## config.mk

```make
export PLATFORM = sky130hd
export DESIGN_NAME = pipe_stage_elastic
export DESIGN_NICKNAME = d
export VERILOG_FILES = /design/src/rtl/pipe_pkg.sv /design/src/rtl/pipe_stage_elastic_slot.sv /design/src/rtl/pipe_stage_elastic.sv
export SDC_FILE = /design/constraint.sdc
export NUM_CORES = 1
export LEC_CHECK = 0
export BUFFER_PORTS_ARGS = -buffer_cell sky130_fd_sc_hd__buf_2
export CAP_MARGIN = 20
export CORE_ASPECT_RATIO = 2
export CORE_UTILIZATION = 30
export CTS_BUF_LIST = sky130_fd_sc_hd__clkbuf_4 sky130_fd_sc_hd__clkbuf_8 sky130_fd_sc_hd__clkbuf_16
export DETAILED_ROUTE_END_ITERATION = 7
export PLACE_DENSITY = 0.51
export SYNTH_ARGS = -nofsm -noshare
export SYNTH_HDL_FRONTEND = slang
export SYNTH_SLANG_ARGS = --single-unit
```

## constraint.sdc

```tcl
create_clock -name CLK -period 5.7 [get_ports CLK]
set_input_delay 0.57 -clock CLK [delete_from_list [all_inputs] [get_ports CLK]]
set_output_delay 0.57 -clock CLK [all_outputs]
set_load 0.05 [all_outputs]
```

## src/rtl/pipe_pkg.sv

```systemverilog
// Shared definitions for the elastic inter-stage pipeline register.
// Optional stall statistics are enabled with the PIPE_STATS_EN macro (see pipe_stage_elastic).
package pipe_pkg;

    localparam int unsigned IR_W_DEF   = 32;
    localparam int unsigned A3_W_DEF   = 5;
    localparam int unsigned DATA_W_DEF = 96;
    localparam int unsigned CTRL_W_DEF = 3;

    // Control bit positions within the ctrl vector
    localparam int unsigned CTRL_REGWRITE = 0;
    localparam int unsigned CTRL_MEMTOREG = 1;
    localparam int unsigned CTRL_LINK     = 2;

    // sll $0,$0,0 -- an all-zero instruction word is the architectural NOP
    localparam logic [31:0] NOP_IR = 32'h0;

    // Source selected when the main slot is loaded
    typedef enum logic {
        SRC_INPUT = 1'b0,
        SRC_SKID  = 1'b1
    } m_src_e;

endpackage

```

## src/rtl/pipe_stage_elastic_slot.sv

```systemverilog
// pipe_slot: one storage entry (valid bit plus IR/A3/data/ctrl fields).
// clear has priority over load; a cleared slot always holds all-zero fields.
module pipe_slot
    import pipe_pkg::*;
#(
    parameter int unsigned IR_W   = IR_W_DEF,
    parameter int unsigned A3_W   = A3_W_DEF,
    parameter int unsigned DATA_W = DATA_W_DEF,
    parameter int unsigned CTRL_W = CTRL_W_DEF
) (
    input  logic              CLK,
    input  logic              clear,
    input  logic              load,
    input  logic [IR_W-1:0]   load_IR,
    input  logic [A3_W-1:0]   load_A3,
    input  logic [DATA_W-1:0] load_data,
    input  logic [CTRL_W-1:0] load_ctrl,
    output logic              valid,
    output logic [IR_W-1:0]   IR,
    output logic [A3_W-1:0]   A3,
    output logic [DATA_W-1:0] data,
    output logic [CTRL_W-1:0] ctrl
);

    // Slot register: clear zeroes everything, load captures a valid beat, else hold
    always_ff @(posedge CLK) begin
        if (clear) begin
            valid <= 1'b0;
            IR    <= '0;
            A3    <= '0;
            data  <= '0;
            ctrl  <= '0;
        end else if (load) begin
            valid <= 1'b1;
            IR    <= load_IR;
            A3    <= load_A3;
            data  <= load_data;
            ctrl  <= load_ctrl;
        end
    end

endmodule

```

## src/rtl/pipe_stage_elastic.sv

```systemverilog
// pipe_stage_elastic: valid/ready pipeline register with a skid entry so that
// in_ready is registered-state only. Flush turns held entries into NOP bubbles.
// Optional macro PIPE_STATS_EN adds a saturating stall counter on stall_cnt.
module pipe_stage_elastic
    import pipe_pkg::*;
#(
    parameter int unsigned IR_W   = IR_W_DEF,
    parameter int unsigned A3_W   = A3_W_DEF,
    parameter int unsigned DATA_W = DATA_W_DEF,
    parameter int unsigned CTRL_W = CTRL_W_DEF
) (
    input  logic              CLK,
    input  logic              reset,
    input  logic              flush,
    input  logic              in_valid,
    output logic              in_ready,
    input  logic [IR_W-1:0]   in_IR,
    input  logic [A3_W-1:0]   in_A3,
    input  logic [DATA_W-1:0] in_data,
    input  logic [CTRL_W-1:0] in_ctrl,
    output logic              out_valid,
    input  logic              out_ready,
    output logic [IR_W-1:0]   IR,
    output logic [A3_W-1:0]   A3,
    output logic [DATA_W-1:0] data,
    output logic [CTRL_W-1:0] ctrl,
    output logic              skid_full,
    output logic [31:0]       stall_cnt
);

    logic              m_valid;
    logic              s_valid;
    logic [IR_W-1:0]   s_IR;
    logic [A3_W-1:0]   s_A3;
    logic [DATA_W-1:0] s_data;
    logic [CTRL_W-1:0] s_ctrl;

    logic              accept;
    logic              pop;
    logic              kill;
    logic              m_load;
    logic              m_clear;
    logic              s_load;
    logic              s_clear;
    m_src_e            m_src;
    logic [IR_W-1:0]   m_in_IR;
    logic [A3_W-1:0]   m_in_A3;
    logic [DATA_W-1:0] m_in_data;
    logic [CTRL_W-1:0] m_in_ctrl;

    assign in_ready  = ~s_valid & ~reset;
    assign accept    = in_valid & in_ready;
    assign pop       = m_valid & out_ready;
    assign kill      = reset | flush;
    assign out_valid = m_valid;
    assign skid_full = s_valid;

    // Slot control: S only ever fills behind a valid, stalled M, so S.valid implies M.valid
    always_comb begin
        m_clear = kill | (pop & ~s_valid & ~accept);
        m_load  = (pop & s_valid) | (pop & ~s_valid & accept) | (~pop & ~m_valid & accept);
        s_clear = kill | (pop & s_valid);
        s_load  = ~pop & m_valid & accept;
        m_src   = s_valid ? SRC_SKID : SRC_INPUT;
    end

    // Main slot source mux: drain the skid entry first to preserve order
    always_comb begin
        m_in_IR   = in_IR;
        m_in_A3   = in_A3;
        m_in_data = in_data;
        m_in_ctrl = in_ctrl;
        if (m_src == SRC_SKID) begin
            m_in_IR   = s_IR;
            m_in_A3   = s_A3;
            m_in_data = s_data;
            m_in_ctrl = s_ctrl;
        end
    end

    pipe_slot #(
        .IR_W   (IR_W),
        .A3_W   (A3_W),
        .DATA_W (DATA_W),
        .CTRL_W (CTRL_W)
    ) u_m (
        .CLK       (CLK),
        .clear     (m_clear),
        .load      (m_load),
        .load_IR   (m_in_IR),
        .load_A3   (m_in_A3),
        .load_data (m_in_data),
        .load_ctrl (m_in_ctrl),
        .valid     (m_valid),
        .IR        (IR),
        .A3        (A3),
        .data      (data),
        .ctrl      (ctrl)
    );

    pipe_slot #(
        .IR_W   (IR_W),
        .A3_W   (A3_W),
        .DATA_W (DATA_W),
        .CTRL_W (CTRL_W)
    ) u_s (
        .CLK       (CLK),
        .clear     (s_clear),
        .load      (s_load),
        .load_IR   (in_IR),
        .load_A3   (in_A3),
        .load_data (in_data),
        .load_ctrl (in_ctrl),
        .valid     (s_valid),
        .IR        (s_IR),
        .A3        (s_A3),
        .data      (s_data),
        .ctrl      (s_ctrl)
    );

`ifdef PIPE_STATS_EN
    logic [31:0] stall_q;

    // Saturating count of cycles where a held beat is blocked downstream; flush does not clear it
    always_ff @(posedge CLK) begin
        if (reset) begin
            stall_q <= '0;
        end else if (m_valid & ~out_ready & (stall_q != '1)) begin
            stall_q <= stall_q + 32'd1;
        end
    end

    assign stall_cnt = stall_q;
`else
    assign stall_cnt = '0;
`endif

endmodule

```

# Word level (Yosys, flattened, before mapping)
# Cells that the tools add are included.
[totals]
output_inout_bits = 171
inputBits = 141
ff_bits = 274
[op_classes]
bitwise = 21
mux = 5
[op_table]
columns = ["op", "n"]
rows = [
  ["$mux W96", 1],
  ["$mux W32", 1],
  ["$and A1 B1 Y1", 11],
  ["$mux W5", 1],
  ["$not A1 Y1", 5],
  ["$or A1 B1 Y1", 5],
  ["$mux W3", 1],
  ["$mux W1", 1],
]

# Depth between registers and ports, before layout
# Gate-level depths: netlist of the first run.
[depth]
word_depth = 6
depth_mapped = 8

# Hierarchy
# From an unflattened synthesis of the first run, not the netlist that was laid out.
[hier_totals]
cells_unflattened = 1077
hier_area_um2 = 12295.5
[by_module_without_submodules]
columns = ["mod", "area_per_inst_um2", "cells_each", "seq_area_each_um2", "instances"]
rows = [
  ["pipe_slot", 4986.0, 441, 2742.6, 2],
  ["pipe_stage_elastic", 2323.5, 195, 0.0, 1],
]

# Worst setup path before layout of the first run
# OpenSTA, ideal clock, no wires.
[synth_timing]
kind = "register to output"
start = "register u_s.valid"
end = "output port in_ready"
t_arrival_ns = 1.792
path_buffers = 3
slack_ns = 3.338
stages_incl_launch_ff = 5
path_cell_list = "dfxtp_1 > buf_2 > buf_1 > buf_2 > nor2_1"
[synth_between]
elab_chain_len = 2
[synth_rtl]
columns = ["item", "line", "source"]
rows = [
  ["from (decl)", "pipe_stage_elastic_slot.sv:18", "output logic valid,"],
  ["from (signal assigned)", "pipe_stage_elastic_slot.sv:28", "valid <= 1'b0;"],
  ["from (signal assigned)", "pipe_stage_elastic_slot.sv:34", "valid <= 1'b1;"],
  ["$not A1 Y1", "pipe_stage_elastic.sv:51", "assign in_ready = ~s_valid & ~reset;"],
  ["$and A1 B1 Y1", "pipe_stage_elastic.sv:51", ""],
  ["to (decl)", "pipe_stage_elastic.sv:16", "output logic in_ready,"],
]
# No other way between the ends.

# Worst setup path in the final report of the first run
[layout_timing]
start = "register u_s.valid"
end = "register u_s.IR[17]"
[layout_between]
elab_chain_len = 4
elab_cells_between_ends = 6
classes_between = "6 x bitwise"
[layout_rtl]
columns = ["item", "line", "source"]
rows = [
  ["$not A1 Y1", "pipe_stage_elastic.sv:51", ""],
  ["$and A1 B1 Y1", "pipe_stage_elastic.sv:51", ""],
  ["$and A1 B1 Y1", "pipe_stage_elastic.sv:52", "assign accept = in_valid & in_ready;"],
  ["$and A1 B1 Y1", "pipe_stage_elastic.sv:63", "s_load = ~pop & m_valid & accept;"],
  ["to (signal assigned)", "pipe_stage_elastic_slot.sv:35", "IR <= load_IR;"],
  ["to (decl)", "pipe_stage_elastic_slot.sv:19", "output logic [IR_W-1:0] IR,"],
]
# Several ways; a longest one is shown, not always the timed one.
# A chain may end at the register's enable or synchronous reset.

==> results of run 1 <==
==> power by group <==
group	internal, mW	leakage, nW	switching [mW]
Clock	1.12	0.491	0.824
Combinational	0.144	2.62	0.378
Sequential	1.95	2.22	0.0219
==> routing by layer <==
layer	up-vias	wire [µm]	GRT usage (%)
met5	-	26	0
met4	6	1120	6.36
met3	56	2090	2.44
met2	353	20800	32.8
met1	5447	16800	22.6
li1	5424	-	-
==> how the worst max path moves through the flow <==
stage	cells past startpoint	slack, ps	start	to
floorplan	4	3340	u_s.valid	in_ready
global placement	4	2670	u_s.valid	u_m.IR[25]
detailed placement	4	2640	u_s.valid	u_m.data[3]
CTS	4	2620	u_s.valid	u_m.data[3]
global route	6	2460	u_s.valid	u_s.IR[27]
finish	6	2760	u_s.valid	u_s.IR[17]
==> cells in the mapped netlist (all sizes together) <==
master    n  share of area (%)
a21oi   137                5.4
nand2     1              0.030
mux2    136                 12
a211oi  272                 16
a21o      1              0.059
nand3   136                5.4
inv     136                4.0
a311o     2               0.16
buf      53                3.0
nand2b    1              0.050
or3b      1              0.089
conb      1              0.030
nor2b     1              0.050
nor3b     1              0.059
dfxtp   274                 43
nor2      5               0.15
clkbuf  145                4.3
o21ai   136                5.4
==> sequential cells by signal, summed over array words and instances, names as in the netlist <==
signal,flops
u_s.data,96
u_s.A3,5
u_m.ctrl,3
u_m.IR,32
u_s.valid,1
u_m.data,96
u_s.IR,32
u_m.A3,5
u_m.valid,1
u_s.ctrl,3
==> cells in the final DEF, fill, tap and decap left out, drive strengths merged <==
cell type	n
nor2b	1
dfxtp	274
bufinv	1
clkinvlp	1
conb	32
nand3	136
a21o	1
buf	295
clkbuf	41
nand2	1
nor2	5
or3b	1
clkinv	8
a311o	2
inv	137
a211oi	272
mux2	136
nor3b	1
diode	1
o21ai	136
a21oi	137
nand2b	1
==> layout make-up <==
type,instances,share of cell area [%]
Multi-Input combinational cell,862,38.9
Inverter,136,3.38
Antenna cell,1,0.0166
Clock inverter,11,0.572
Tap cell,540,4.48
Sequential cell,274,36.4
Clock buffer,41,5.86
Timing Repair Buffer,295,10.4
==> per-stage QoR <==
step | setup slack (ps) | power, mW | hold WS, ps | util [%] | std cells
4_1_cts | 2620 | 4.51 | 232 | 36.2 | 2158
3_3_place_gp | 2670 | 2.54 | 442 | 33.8 | 2106
3_5_place_dp | 2640 | 2.54 | 441 | 33.8 | 2106
6_report | 2760 | 4.44 | 264 | 36.2 | 2160
2_1_floorplan | 3340 | 2.39 | 450 | - | 1470
5_1_grt | 2460 | 4.61 | 249 | 36.2 | 2160
==> worst max-delay path, stage by stage (launching register included) <==
cell	delay (ps)
sky130_fd_sc_hd__dfxtp_4	540
sky130_fd_sc_hd__buf_4	450
sky130_fd_sc_hd__nor3b_2	340
sky130_fd_sc_hd__buf_4	440
sky130_fd_sc_hd__buf_4	660
sky130_fd_sc_hd__nand3_1	160
sky130_fd_sc_hd__a21oi_1	160
==> kinds of logic (layout without fill, tap and decap cells) <==
group | Yosys count | count (layout)
buffers and inverters | 334 | 483
and+or+nand+nor | 146 | 146
DFF | 274 | 274
AOI/OAI and AO/OA | 548 | 548
other | 1 | 33
muxes | 136 | 136
==> metrics.log, run 1 <==
INFO  metric worstPathRequired = 6180 ps
INFO  metric synthToLayoutAreaGrowth = 19.5%
INFO  metric grt_setup_unrepaired = no
INFO  metric status = complete, no violations
INFO  metric synth_cell_type_count = 22
INFO  metric holdCritStartpoint = in_ctrl[1]
INFO  metric post-route-drc-count = 0
INFO  metric synth_sequential_area_ratio = 43.5%
INFO  metric post_synth_fa_ha_maj_area_fraction = 0%
INFO  metric critical_path.reg2reg.startpoint = u_s.valid
INFO  metric core_region_area = 41600 µm²
INFO  metric post_route_cells_drive_above_1_share = 30.5%
INFO  metric cap_violations = 0
INFO  metric syn_inst = 1439
INFO  metric report.final.setup_viol = 0
INFO  metric rrSetupSlack = 2760 ps
INFO  metric clock-root-buffer = sky130_fd_sc_hd__clkbuf_16
INFO  metric final_antenna_net_count = 0
INFO  metric crit_start_category = flop
INFO  metric die_x = 147 µm
INFO  metric synth_xor_area_share = 0%
INFO  metric critPathMaxFanout = 61
INFO  metric cell_depth_of_the_worst_min_delay_path = 3
INFO  metric final_design_area_excluding_fillers = 15100 µm²
INFO  metric worst_r2r_path_depth = 6
INFO  metric final-hold-violation-count = 0
INFO  metric hold_path.class = primary input to flop
INFO  metric reg2reg_to = u_s.IR[17]
INFO  metric hold_end = u_s.ctrl[1]
INFO  metric crit_type = flop to flop
INFO  metric numClockSinks = 274
INFO  metric slew_headroom = 21.7%
INFO  metric post_cts_resized = 0
INFO  metric final_max_slew_viol_count = 0
INFO  metric antenna_violations_before_repair = 5
INFO  metric dr_total_vias = 11300
INFO  metric worstPathArrival = 3420 ps
INFO  metric post_synth_and_or_nand_nor_area_fraction = 5.82%
INFO  metric synth.area.mux_share = 12.1%
INFO  metric cts-htree-levels = 1
INFO  metric post_synth_instance_area = 12600 µm²
INFO  metric synth_warnings = 0
INFO  metric pin_count = 312
INFO  metric initial_utilization = 30.3%
INFO  metric worst-slew-pin-transition = 1170 ps
INFO  metric insertion_delay_of_the_later_clocked_pin_in_the_worst_skew_pair = 560 ps
INFO  metric peakVddDrop = 0.193 mV
INFO  metric final_nets = 1738
INFO  metric numCtsBuffers = 28
INFO  metric compound_gate_fraction_of_synth_area = 27.3%
INFO  metric ys_ff_latch = 274
INFO  metric die_area = 43000 µm²
INFO  metric routedWlPerCell = 18.9 µm
INFO  metric ctsHoldBuffers = 0
INFO  metric detailed_place_hpwl = 23400 µm
INFO  metric io_buffer_count = 279
INFO  metric gr_usage_total = 18.5%
INFO  metric reg_clk_slew_reported_paths = 70 ps
INFO  metric synth_area_per_cell = 8.77 µm²
INFO  metric cts_tree = built
INFO  metric totalWireLength = 40900 µm
INFO  metric fmax = 340 MHz
INFO  metric clock_tree.buffer_depth = 3
INFO  metric post-cts-setup-buffers = 0
INFO  metric worst_clock_skew = 14.7 ps
INFO  metric row_count = 106
INFO  metric grt_pass1_wl = 63900 µm
INFO  metric post-route-period-util = 51.6%
INFO  metric fillerInstances = 4322
INFO  metric crit_path_end_kind = flop
INFO  metric die_height = 292 µm
INFO  metric drt_first_pass_iters = 5
INFO  metric drtIter0Drc = 628
INFO  metric routed_via_density = 5.23
INFO  metric cellLeakagePower = 5.33 nW
INFO  metric pin_count_of_the_biggest_net_entering_global_routing = 272
INFO  metric fin_setup_tns = 0 ps
INFO  metric multi_input_area = 5860 µm²
INFO  metric timing.final.crit_period = 2940 ps
INFO  metric synth_top_family_by_area = compound AO/OA/AOI/OAI gates
INFO  metric sequential_area = 5490 µm²
INFO  metric power.density_cell_area = 294 nW/µm²
INFO  metric placedInstanceArea = 14100 µm²
INFO  metric via_count_of_the_first_global_routing_pass = 11000
INFO  metric place_congestion = 0.731
INFO  metric grt-ovfl-total = 0
Note: power is estimated with default switching activity, not from simulation.
==> run 2: changes to the inputs <==
--- a/config.mk
+++ b/config.mk
@@ -5,6 +5,7 @@
 export SDC_FILE = /design/constraint.sdc
 export NUM_CORES = 1
 export LEC_CHECK = 0
+export ABC_AREA = 1
 export BUFFER_PORTS_ARGS = -buffer_cell sky130_fd_sc_hd__buf_2
 export CAP_MARGIN = 20
 export CORE_ASPECT_RATIO = 2
==> constraint.sdc (replaced) <==
create_clock -name CLK -period 3 [get_ports CLK]
set_input_delay 0.3 -clock CLK [delete_from_list [all_inputs] [get_ports CLK]]
set_output_delay 0.3 -clock CLK [all_outputs]
set_load 0.05 [all_outputs]
==> metrics.log, run 2 <==
INFO  metric reg_clk_slew_reported_paths = 70 ps (about the same)
INFO  metric hold_path.class = primary input to flop (unchanged)
INFO  metric clock_tree.buffer_depth = 3 (unchanged)
INFO  metric critPathSlowestCell = sky130_fd_sc_hd__buf_12 (was sky130_fd_sc_hd__buf_4)
INFO  metric crit_type = flop to flop (unchanged)
INFO  metric place.detailed.instances = 2663 (was 2106)
INFO  metric power.density_cell_area = 516 nW/µm² (was 294 nW/µm²)
INFO  metric synth-async-reset-ratio = 0% (unchanged)
INFO  metric initial_utilization = 30.5% (was 30.3%)
INFO  metric grt_setup_unrepaired = no (unchanged)
INFO  metric yosys_most_used_dff = sky130_fd_sc_hd__dfxtp_1 (unchanged)
INFO  metric post-route-period-util = 68.0% (was 51.6%)
INFO  metric critPathMaxFanout = 251 (was 61)
INFO  metric most-common-layout-cells = sky130_fd_sc_hd__buf_2, sky130_fd_sc_hd__inv_1, sky130_fd_sc_hd__nand2_1, sky130_fd_sc_hd__nor2_1, sky130_fd_sc_hd__dfxtp_1 (was sky130_fd_sc_hd__buf_2, sky130_fd_sc_hd__dfxtp_1, sky130_fd_sc_hd__a211oi_1)
INFO  metric crit_path_end_kind = flop (unchanged)
INFO  metric status = complete, no violations (unchanged)
INFO  metric cellLeakagePower = 7.99 nW (was 5.33 nW)
INFO  metric final-hold-violation-count = 0 (unchanged)
INFO  metric fmax = 490 MHz (was 340 MHz)
INFO  metric core_region_area = 42700 µm² (was 41600 µm²)
INFO  metric insertion_delay_of_the_later_clocked_pin_in_the_worst_skew_pair = 560 ps (about the same)
INFO  metric cpPeakStageDelay = 620 ps (was 660 ps)
INFO  metric reg.largest.list = u_m.data x96, u_s.data x96 (unchanged)
INFO  metric holdWs = 16.6 ps (was 264 ps)
INFO  metric antenna_violations_before_repair = 3 (was 5)
INFO  metric worstPathRequired = 3450 ps (was 6180 ps)
INFO  metric numClockSinks = 274 (unchanged)
INFO  metric synth_area_leaders = sky130_fd_sc_hd__dfxtp_1, sky130_fd_sc_hd__o21ai_0, sky130_fd_sc_hd__inv_1, sky130_fd_sc_hd__nand2_1, sky130_fd_sc_hd__nor2_1 (was sky130_fd_sc_hd__dfxtp_1, sky130_fd_sc_hd__a211oi_1, sky130_fd_sc_hd__mux2_2, sky130_fd_sc_hd__a21oi_1, sky130_fd_sc_hd__nand3_1)
INFO  metric final_nets = 2408 (was 1738)
INFO  metric cp_cell_sequence = buf_12, o21ai_0, a21oi_1, nor2_1 (was buf_4, nor3b_2, buf_4, buf_4, nand3_1, a21oi_1)
INFO  metric synth_cell_type_count = 18 (was 22)
INFO  metric cts_tree = built (unchanged)
INFO  metric worst-slew-pin-transition = 1060 ps (was 1170 ps)
INFO  metric grt_pass1_wl = 65000 µm (was 63900 µm)
INFO  metric die_area = 44300 µm² (was 43000 µm²)
INFO  metric final_antenna_net_count = 0 (unchanged)
INFO  metric synth.largest_area_cell = sky130_fd_sc_hd__dfxtp_1 (unchanged)
INFO  metric gr_usage_total = 18.3% (was 18.5%)
INFO  metric worstPathArrival = 2490 ps (was 3420 ps)
INFO  metric layout.cells.most_common = sky130_fd_sc_hd__buf_2 (unchanged)
INFO  metric slew_headroom = 29.4% (was 21.7%)
INFO  metric synth_edf_count = 0 (unchanged)
INFO  metric detailed_place_hpwl = 24000 µm (was 23400 µm)
INFO  metric peakVddDrop = 0.430 mV (was 0.193 mV)
INFO  metric post_cts_resized = 0 (unchanged)
INFO  metric via_count_of_the_first_global_routing_pass = 12300 (was 11000)
INFO  metric io_buffer_count = 279 (unchanged)
INFO  metric drt_first_pass_iters = 6 (was 5)
INFO  metric fin_setup_tns = 0 ps (unchanged)
INFO  metric post-cts-setup-buffers = 0 (unchanged)
INFO  metric synth_area_per_cell = 6.55 µm² (was 8.77 µm²)
INFO  metric row_count = 107 (was 106)
INFO  metric final_max_slew_viol_count = 0 (unchanged)
INFO  metric pin_count = 312 (unchanged)
INFO  metric grt-ovfl-total = 0 (unchanged)
INFO  metric place_congestion = 0.768 (was 0.731)
INFO  metric cts-htree-levels = 1 (unchanged)
INFO  metric synthToLayoutAreaGrowth = 28.3% (was 19.5%)
INFO  metric finalNonFillerCells = 2836 (was 2160)
INFO  metric cap_violations = 0 (unchanged)
INFO  metric totalWireLength = 41000 µm (was 40900 µm)
INFO  metric report.final.setup_viol = 0 (unchanged)
INFO  metric drtIter0Drc = 657 (was 628)
INFO  metric routedWlPerCell = 14.4 µm (was 18.9 µm)
INFO  metric die_height = 297 µm (was 292 µm)
INFO  metric timing.final.crit_period = 2040 ps (was 2940 ps)
INFO  metric crit_family = buffers and inverters (unchanged)
INFO  metric post-route-drc-count = 0 (unchanged)
INFO  metric worst-path-buf-inv = 1 (was 3)
INFO  metric synth_warnings = 0 (unchanged)
INFO  metric synth_sequential_area_ratio = 42.1% (was 43.5%)
INFO  metric fin_util = 39.1% (was 36.2%)
INFO  metric dr_total_vias = 12900 (was 11300)
INFO  metric crit_start_category = flop (unchanged)
INFO  metric ys_top_cells_by_count = sky130_fd_sc_hd__inv_1, sky130_fd_sc_hd__nand2_1, sky130_fd_sc_hd__nor2_1 (was sky130_fd_sc_hd__dfxtp_1, sky130_fd_sc_hd__a211oi_1, sky130_fd_sc_hd__clkbuf_1)
INFO  metric clock-root-buffer = sky130_fd_sc_hd__clkbuf_16 (unchanged)
INFO  metric syn_inst = 1987 (was 1439)
INFO  metric rrSetupSlack = 960 ps (was 2760 ps)
INFO  metric yosysTopAreaCellShare = 42.1% (was 43.5%)
INFO  metric post-layout-total-power = 8.62 mW (was 4.44 mW)
INFO  metric post_route_cells_drive_above_1_share = 15.6% (was 30.5%)
INFO  metric routed_via_density = 4.56 (was 5.23)
INFO  metric post_synth_instance_area = 13000 µm² (was 12600 µm²)
INFO  metric worst_clock_skew = 15.2 ps (was 14.7 ps)
INFO  metric die_x = 149 µm (was 147 µm)
INFO  metric numCtsBuffers = 28 (unchanged)
INFO  metric ys_ff_latch = 274 (unchanged)
INFO  metric pin_count_of_the_biggest_net_entering_global_routing = 252 (was 272)
run 2: cell count changes after synthesis, sizes merged, moves of 2 or more:
cell,before,now
a211oi,272,0
a311o,2,0
buf,53,94
clkbuf,145,102
inv,136,278
mux2,136,0
nand2,1,277
nand3,136,138
nor2,5,277
nor3,0,136
o21ai,136,272
run 2: timing repair:
action	4_1_cts	5_1_grt
endpoints found under the hold margin	119	0
setup endpoints to repair	0	0
hold buffers	119	0
run 2: power breakdown:
part / internal [mW] / switching, mW / total (mW) / leakage (nW)
sequential: 3.71 / 0.0387 / 3.74 / 2.22
combinational: 0.360 / 0.758 / 1.12 / 5.28
clock: 2.21 / 1.55 / 3.76 / 0.492
total: 6.28 / 2.34 / 8.62 / 7.99
run 2: final timing paths:
kind / startpoint / endpoint / cells past startpoint
worst max-delay path: u_s.valid / u_m.data[33] / 4
worst min-delay path: in_data[38] / u_s.data[38] / 3
worst max register to register: u_s.valid / u_m.data[33] / 4
worst min register to register: u_s.data[60] / u_s.data[60] / 2
run 2: stage by stage:
stage / setup slack (ps) / cell area (µm²)
final: 959 / 16700
after global routing: 678 / 16700
after CTS: 922 / 16700
after detailed placement: 950 / 14500
after global placement: 985 / 14500
after floorplan: 911 / 13100
run 2: layer usage:
metal | vias up | share of wire [%] | routed length, µm | global-route usage [%]
met4 | 0 | 3.4 | 1400 | 6.99
met3 | 55 | 4.7 | 1920 | 2.62
li1 | 6761 | - | - | -
met1 | 5782 | 42 | 17100 | 20.9
met5 | - | 0 | 0 | 0
met2 | 348 | 50 | 20500 | 33.7
run 2: area by class of cell:
class,instances,area [µm²]
diodes,3,7.51
fillers,4568,26000
inverters,278,1050
well taps,545,682
clock inverters,10,128
flip-flops and latches,274,5490
multi-input cells,1270,5690
clock buffers,41,847
repair buffers,415,2820
run 2: cells by family after synthesis:
| logic type | share of synthesized area, % |
|---|---|
| buffers and inverters | 15.5 |
| DFF | 42.1 |
| AOI/OAI and AO/OA | 15.8 |
| and+or+nand+nor | 26.5 |
| other | 0.0288 |
run 2: worst reg2reg max path, delay by kind of cell, from the launching register on:
family | cells | cell delay [ps]
compound gates | 2 | 710
simple gates | 1 | 60
flops | 1 | 530
buf+inv | 1 | 630
